[src/rtl/dec_issue.sv]
// Decode-to-execute issue stage: resolves operands from RF, forwarding ports or writeback,
// interlocks on pending long-latency destinations, and registers the result into EXE.
module dec_issue #(
    parameter int XLEN  = 32,
    parameter int NB_FF = 2,
    parameter int OPW   = 16
) (
    input  logic                    clk,
    input  logic                    reset,
    input  logic                    in_valid_i,
    output logic                    in_ready_o,
    input  logic [XLEN-1:0]         pc_i,
    input  logic                    rs1_v_i,
    input  logic [4:0]              rs1_adr_i,
    input  logic                    rs2_v_i,
    input  logic [4:0]              rs2_adr_i,
    input  logic                    imm_v_i,
    input  logic [XLEN-1:0]         imm_i,
    input  logic                    auipc_i,
    input  logic                    unsign_i,
    input  logic                    neg_rs2_i,
    input  logic                    rd_v_i,
    input  logic [4:0]              rd_adr_i,
    input  logic                    long_i,
    input  logic [OPW-1:0]          op_i,
    output logic [4:0]              rf_rs1_adr_o,
    output logic [4:0]              rf_rs2_adr_o,
    input  logic [XLEN-1:0]         rf_rs1_data_i,
    input  logic [XLEN-1:0]         rf_rs2_data_i,
    input  logic [NB_FF-1:0]        ff_v_i,
    input  logic [5*NB_FF-1:0]      ff_rd_adr_i,
    input  logic [NB_FF-1:0]        ff_data_v_i,
    input  logic [XLEN*NB_FF-1:0]   ff_data_i,
    input  logic                    wb_v_i,
    input  logic [4:0]              wb_adr_i,
    input  logic [XLEN-1:0]         wb_data_i,
    input  logic                    flush_i,
    output logic                    out_valid_o,
    input  logic                    out_ready_i,
    output logic [XLEN-1:0]         pc_q_o,
    output logic                    rd_v_q_o,
    output logic [4:0]              rd_adr_q_o,
    output logic                    long_q_o,
    output logic [OPW-1:0]          op_q_o,
    output logic [XLEN:0]           rs1_q_o,
    output logic [XLEN:0]           rs2_q_o,
    output logic [XLEN-1:0]         imm_q_o,
    output logic                    stall_o
);

    logic [31:0]   r_sb;
    logic [31:0]   w_sb_nxt;
    logic [XLEN:0] w_res1;
    logic [XLEN:0] w_res2;
    logic [XLEN-1:0] w_op1;
    logic [XLEN-1:0] w_op2;
    logic [XLEN:0] w_op1_ext;
    logic [XLEN:0] w_op2_ext;
    logic [XLEN:0] w_op2_fin;
    logic          w_hazard;
    logic          w_issue;
    logic          w_handoff_long;

    // Returns {hazard, value}; port 0 is the youngest producer so the first match wins.
    function automatic logic [XLEN:0] f_resolve(
        input logic                  v,
        input logic [4:0]            adr,
        input logic [XLEN-1:0]       rf,
        input logic [NB_FF-1:0]      ffv,
        input logic [5*NB_FF-1:0]    ffa,
        input logic [NB_FF-1:0]      ffdv,
        input logic [XLEN*NB_FF-1:0] ffd,
        input logic                  wbv,
        input logic [4:0]            wba,
        input logic [XLEN-1:0]       wbd,
        input logic [31:0]           sb
    );
        logic            found;
        logic            haz;
        logic [XLEN-1:0] val;
        found = 1'b0;
        haz   = 1'b0;
        val   = '0;
        if (v && (adr != 5'd0)) begin
            for (int unsigned k = 0; k < NB_FF; k++) begin
                if (!found && ffv[k] && (ffa[k*5 +: 5] == adr)) begin
                    found = 1'b1;
                    if (ffdv[k]) val = ffd[k*XLEN +: XLEN];
                    else         haz = 1'b1;
                end
            end
            if (!found) begin
                if (wbv && (wba == adr)) val = wbd;
                else if (sb[adr])        haz = 1'b1;
                else                     val = rf;
            end
        end
        return {haz, val};
    endfunction

    assign rf_rs1_adr_o = rs1_adr_i;
    assign rf_rs2_adr_o = rs2_adr_i;

    assign w_res1 = f_resolve(rs1_v_i, rs1_adr_i, rf_rs1_data_i, ff_v_i, ff_rd_adr_i,
                              ff_data_v_i, ff_data_i, wb_v_i, wb_adr_i, wb_data_i, r_sb);
    assign w_res2 = f_resolve(rs2_v_i, rs2_adr_i, rf_rs2_data_i, ff_v_i, ff_rd_adr_i,
                              ff_data_v_i, ff_data_i, wb_v_i, wb_adr_i, wb_data_i, r_sb);

    assign w_op1     = w_res1[XLEN-1:0] | (auipc_i ? pc_i : '0);
    assign w_op2     = w_res2[XLEN-1:0] | (imm_v_i ? imm_i : '0);
    assign w_op1_ext = {~unsign_i & w_op1[XLEN-1], w_op1};
    assign w_op2_ext = {~unsign_i & w_op2[XLEN-1], w_op2};
    assign w_op2_fin = neg_rs2_i ? (~w_op2_ext + {{XLEN{1'b0}}, 1'b1}) : w_op2_ext;

    assign w_hazard   = w_res1[XLEN] | w_res2[XLEN];
    assign stall_o    = in_valid_i & w_hazard & ~flush_i;
    assign w_issue    = in_valid_i & ~stall_o & (~out_valid_o | out_ready_i) & ~flush_i;
    assign in_ready_o = w_issue | flush_i;

    assign w_handoff_long = out_valid_o & out_ready_i & ~flush_i & rd_v_q_o & long_q_o;

    // Set is applied after clear so a same-cycle set/clear of one register leaves it pending.
    always_comb begin
        w_sb_nxt = r_sb;
        if (wb_v_i)         w_sb_nxt[wb_adr_i]   = 1'b0;
        if (w_handoff_long) w_sb_nxt[rd_adr_q_o] = 1'b1;
        w_sb_nxt[0] = 1'b0;
    end

    always_ff @(posedge clk or posedge reset) begin
        if (reset) begin
            r_sb        <= '0;
            out_valid_o <= 1'b0;
            pc_q_o      <= '0;
            rd_v_q_o    <= 1'b0;
            rd_adr_q_o  <= '0;
            long_q_o    <= 1'b0;
            op_q_o      <= '0;
            rs1_q_o     <= '0;
            rs2_q_o     <= '0;
            imm_q_o     <= '0;
        end else begin
            r_sb <= w_sb_nxt;
            if (flush_i) begin
                out_valid_o <= 1'b0;
            end else if (w_issue) begin
                out_valid_o <= 1'b1;
                pc_q_o      <= pc_i;
                rd_v_q_o    <= rd_v_i;
                rd_adr_q_o  <= rd_adr_i;
                long_q_o    <= long_i;
                op_q_o      <= op_i;
                rs1_q_o     <= w_op1_ext;
                rs2_q_o     <= w_op2_fin;
                imm_q_o     <= imm_i;
            end else if (out_ready_i) begin
                out_valid_o <= 1'b0;
            end
        end
    end

endmodule

[config.mk]
export PLATFORM = sky130hd
export DESIGN_NAME = dec_issue
export DESIGN_NICKNAME = d
export VERILOG_FILES = /design/src/rtl/dec_issue.sv
export SDC_FILE = /design/constraint.sdc
export NUM_CORES = 1
export LEC_CHECK = 0
export ABC_CLOCK_PERIOD_IN_PS = 13350
export CORE_ASPECT_RATIO = 0.5
export CORE_MARGIN = 1
export CORE_UTILIZATION = 49
export CTS_BUF_LIST = sky130_fd_sc_hd__clkbuf_16
export CTS_CLUSTER_SIZE = 40
export DETAILED_ROUTE_END_ITERATION = 8
export HOLD_SLACK_MARGIN = 0.15
export PLACE_DENSITY = 0.85
export SLEW_MARGIN = 40
export SYNTH_ARGS = -nofsm -noshare
export SYNTH_HDL_FRONTEND = slang
export SYNTH_SLANG_ARGS = --single-unit
[constraint.sdc]
create_clock -name clk -period 13.35 [get_ports clk]
set_clock_uncertainty 0.2 [all_clocks]
set_input_delay 2.67 -clock clk [delete_from_list [all_inputs] [get_ports clk]]
set_output_delay 2.67 -clock clk [all_outputs]
set_load 0.05 [all_outputs]
==> results.py <==
metrics = {
    "run_status": {
        "status": "finished, final reports clean",
    },
    "synthesis": {
        "synth_edf_count": 0,
        "syn_inst": 1535,
        "yosys.cell_types.count": 82,
        "synth-seq-area-share_pct": 38.4,
        "yosys_register_bits": 185,
        "yosysTopAreaCell": "dfrtp_1",
        "syn_area_per_cell_um2": 7.85,
        "ys_async_sr_fraction_pct": 100,
        "synth_warnings": 0,
        "ys.flop_type": "dfrtp_1",
        "synth_area_mm2": 0.0121,
        "ys_top_cells_by_area": "dfrtp_1, nand2_1, a221oi_1",
        "synth_top_cell_area_share_pct": 38.4,
        "synth_nets": 1824,
    },
    "setup_path": {
        "reg2reg_slack_ns": 8.10,
        "crit_path_end_kind": "primary output",
        "start_kind": "primary input",
        "cp_max_fo": 34,
        "reg2reg_depth": 11,
        "critPathKind": "in2out",
        "reg2reg_to": "rs2_q_o[29]",
        "crit_required_ns": 10.48,
        "cp_data_arrival_time_ns": 7.41,
        "r2r_start": "r_sb[31]",
    },
    "cells_and_area": {
        "fin_util_pct": 71.9,
        "design_area_mm2": 0.0173,
        "nets": 2177,
        "seqCellArea_mm2": 0.00463,
        "drive_gt1_share_pct": 5.31,
        "multi_input_area_mm2": 0.00684,
        "nFillCells": 1915,
        "syn_to_final_growth_pct": 43.5,
    },
    "clock_tree": {
        "numCtsBuffers": 17,
        "insertion_delay_ns": 0.46,
        "post_cts_resized": 0,
        "cts_tree": "yes",
        "root_buffer": "clkbuf_16",
        "ctsHoldBuffers": 0,
        "cts.sinks": 185,
        "clkTransAtPathRegs_ns": 0.07,
        "cts.path.max_buffers": 2,
        "cts_setup_buffers": 0,
        "cts_max_level": 4,
    },
    "placement": {
        "portBuffers": 453,
        "dpl-instance-area_mm2": 0.0166,
        "place_hpwl_um": 38000,
        "place.gp.congestion": 1.01,
    },
    "power": {
        "switchingPower_uw": 949,
        "combPwrFrac_pct": 43.5,
        "seqPwrFrac_pct": 31.7,
        "intPower_uw": 1330,
        "vdd_drop_max_uv": 94.1,
        "p_leak_uw": 0.00727,
        "powerDensity_mw_per_mm2": 132,
        "clkPwrFrac_pct": 24.7,
        "p_sw_share_pct": 41.7,
    },
    "sta": {
        "setup_tns_ns": 0,
        "fin_crit_sh_pct": 77.0,
        "setup_viol": 0,
        "period_minus_slack_ns": 10.28,
        "hold_viol": 0,
        "slew_viol_final": 0,
        "worst_pin_slew_ns": 0.846,
        "relSlewSlack_pct": 43.6,
        "hold_ws_ns": 0.273,
        "grt_setup_unrepaired": "no",
        "timing.fmax_mhz": 97.2,
    },
    "floorplanning": {
        "row_count": 40,
        "ios": 454,
        "core_area_mm2": 0.0241,
        "die_w_um": 224,
        "die_area_mm2": 0.0253,
        "fp.dieH_um": 113,
        "initial_utilization_pct": 50.1,
    },
    "grt": {
        "grt_start_max_net_pins": 117,
        "grt_pass1_vias": 12830,
        "grt_overflow": 0,
        "antenna_found_initial": 4,
        "grt_pass1_wl_um": 75900,
        "track_usage_pct": 39.5,
    },
    "min_path": {
        "worstHoldStart": "op_q_o[8]",
        "hold_class": "reg2reg",
        "holdPathStages": 2,
        "hold_end": "op_q_o[8]",
    },
    "drt": {
        "wl_per_cell_um": 22.4,
        "drt_iter0_drc": 2040,
        "dr.pass1.iters": 6,
        "drt.antenna.violating_nets": 0,
        "num_vias": 13938,
        "avgViaCountPerCell": 6.22,
        "drc": 0,
        "totalWireLength_um": 50100,
    },
    "flow_run": {
        "cap_violations": 0,
    },
}
## layer usage
metal / part of all wire (%) / global-route usage, %
met4: 4.5 / 16.8
met1: 40 / 52.6
met3: 9.6 / 8.44
met5: 0 / 0
met2: 46 / 62.7
## worst max-delay path: stages
cell and delay [ns]:
clkdlybuf4s50_1 0.99, mux4_2 0.59, o2111a_1 0.29, or3_1 0.38, buf_4 0.25, a311oi_1 0.32, a2bb2oi_1 0.63, o21ai_0 0.24
o21bai_1 0.22, clkdlybuf4s50_1 0.83
## cell usage after synthesis (12+ instances only)
cell type / number
clkbuf_1: 109
xor2_1: 17
dfrtp_1: 185
nor2_1: 115
o31ai_1: 12
buf_4: 12
a221oi_1: 62
mux2i_1: 16
mux4_2: 12
nand3_1: 90
xnor2_1: 29
a21oi_1: 39
inv_1: 13
o21ai_0: 99
nand4_1: 20
nor3_1: 36
nand2_1: 418
or3_1: 15
## power groups by stage
stage | Sequential [uW] | Combinational [uW] | Clock, uW
2_1_floorplan | 1070 | 254 | 0
3_3_place_gp | 726 | 973 | 0
3_5_place_dp | 730 | 981 | 0
4_1_cts | 720 | 985 | 567
5_1_grt | 732 | 1040 | 591
6_report | 722 | 991 | 563
## final cells by class
cell class | instances | area share (%)
inverters | 14 | 0.376
diodes | 4 | 0.0579
flip-flops and latches | 185 | 26.8
repair buffers | 475 | 27.1
well taps | 336 | 2.43
clock buffers | 17 | 2.46
multi-input cells | 1195 | 39.5
clock inverters | 15 | 1.26
## state kept, by name (all words and copies together), names as in the netlist
| register | cells |
|---|---|
| long_q_o | 1 |
| rd_v_q_o | 1 |
| out_valid_o | 1 |
| op_q_o | 16 |
| rs2_q_o | 33 |
| r_sb | 31 |
| pc_q_o | 32 |
| imm_q_o | 32 |
| rd_adr_q_o | 5 |
| rs1_q_o | 33 |
## how the worst max path moves through the flow
stage / depth (start not counted) / slack, ns / to / start
after floorplan: 9 / 4.61 / in_ready_o / rs1_adr_i[0]
after global placement: 10 / 3.29 / in_ready_o / rs2_adr_i[1]
after detailed placement: 10 / 3.10 / in_ready_o / rs2_adr_i[1]
after CTS: 10 / 3.08 / in_ready_o / rs2_adr_i[1]
after global routing: 10 / 2.90 / in_ready_o / rs2_adr_i[1]
final: 10 / 3.07 / in_ready_o / rs2_adr_i[1]
## through the flow
stage	std cells	total power, uW	worst slack [ns]
after floorplan	1535	1320	4.61
after global placement	2205	1700	3.29
after detailed placement	2205	1710	3.10
after CTS	2237	2270	3.08
after global routing	2241	2360	2.90
final	2241	2280	3.07
## cells in the final DEF (no fill, tap or decap), drive strengths merged, types with 6 or more instances in the layout
master,netlist,routed
a32oi,9,9
inv,14,16
buf,32,25
and3,10,10
a211oi,9,9
clkbuf,109,17
o211ai,11,11
o31a,8,8
nor2,115,115
dfrtp,185,185
nand4,20,20
nor3,36,36
mux2i,16,16
a21oi,39,39
nand2,418,418
nand3,90,90
nor4,10,10
o2111ai,9,9
clkinv,0,6
nor2b,8,8
or3,15,15
clkdlybuf4s50,0,450
o311ai,7,7
nand3b,11,11
a21o,10,10
xnor2,29,29
o22ai,6,6
and2,9,9
xor2,17,17
mux4,12,12
o31ai,12,12
a221oi,63,63
o21ai,101,101
## cell families after synthesis
kind of cell | after synthesis | share of synthesized area (%)
muxes | 30 | 3.76
buffers and inverters | 155 | 5.42
DFF | 185 | 38.4
AOI/OAI and AO/OA | 351 | 20.9
adders and majority gates | 1 | 0.104
xor gates and xnor gates | 46 | 3.34
and+or+nand+nor | 767 | 28.1
No activity file was read; power rests on OpenSTA's default activity.
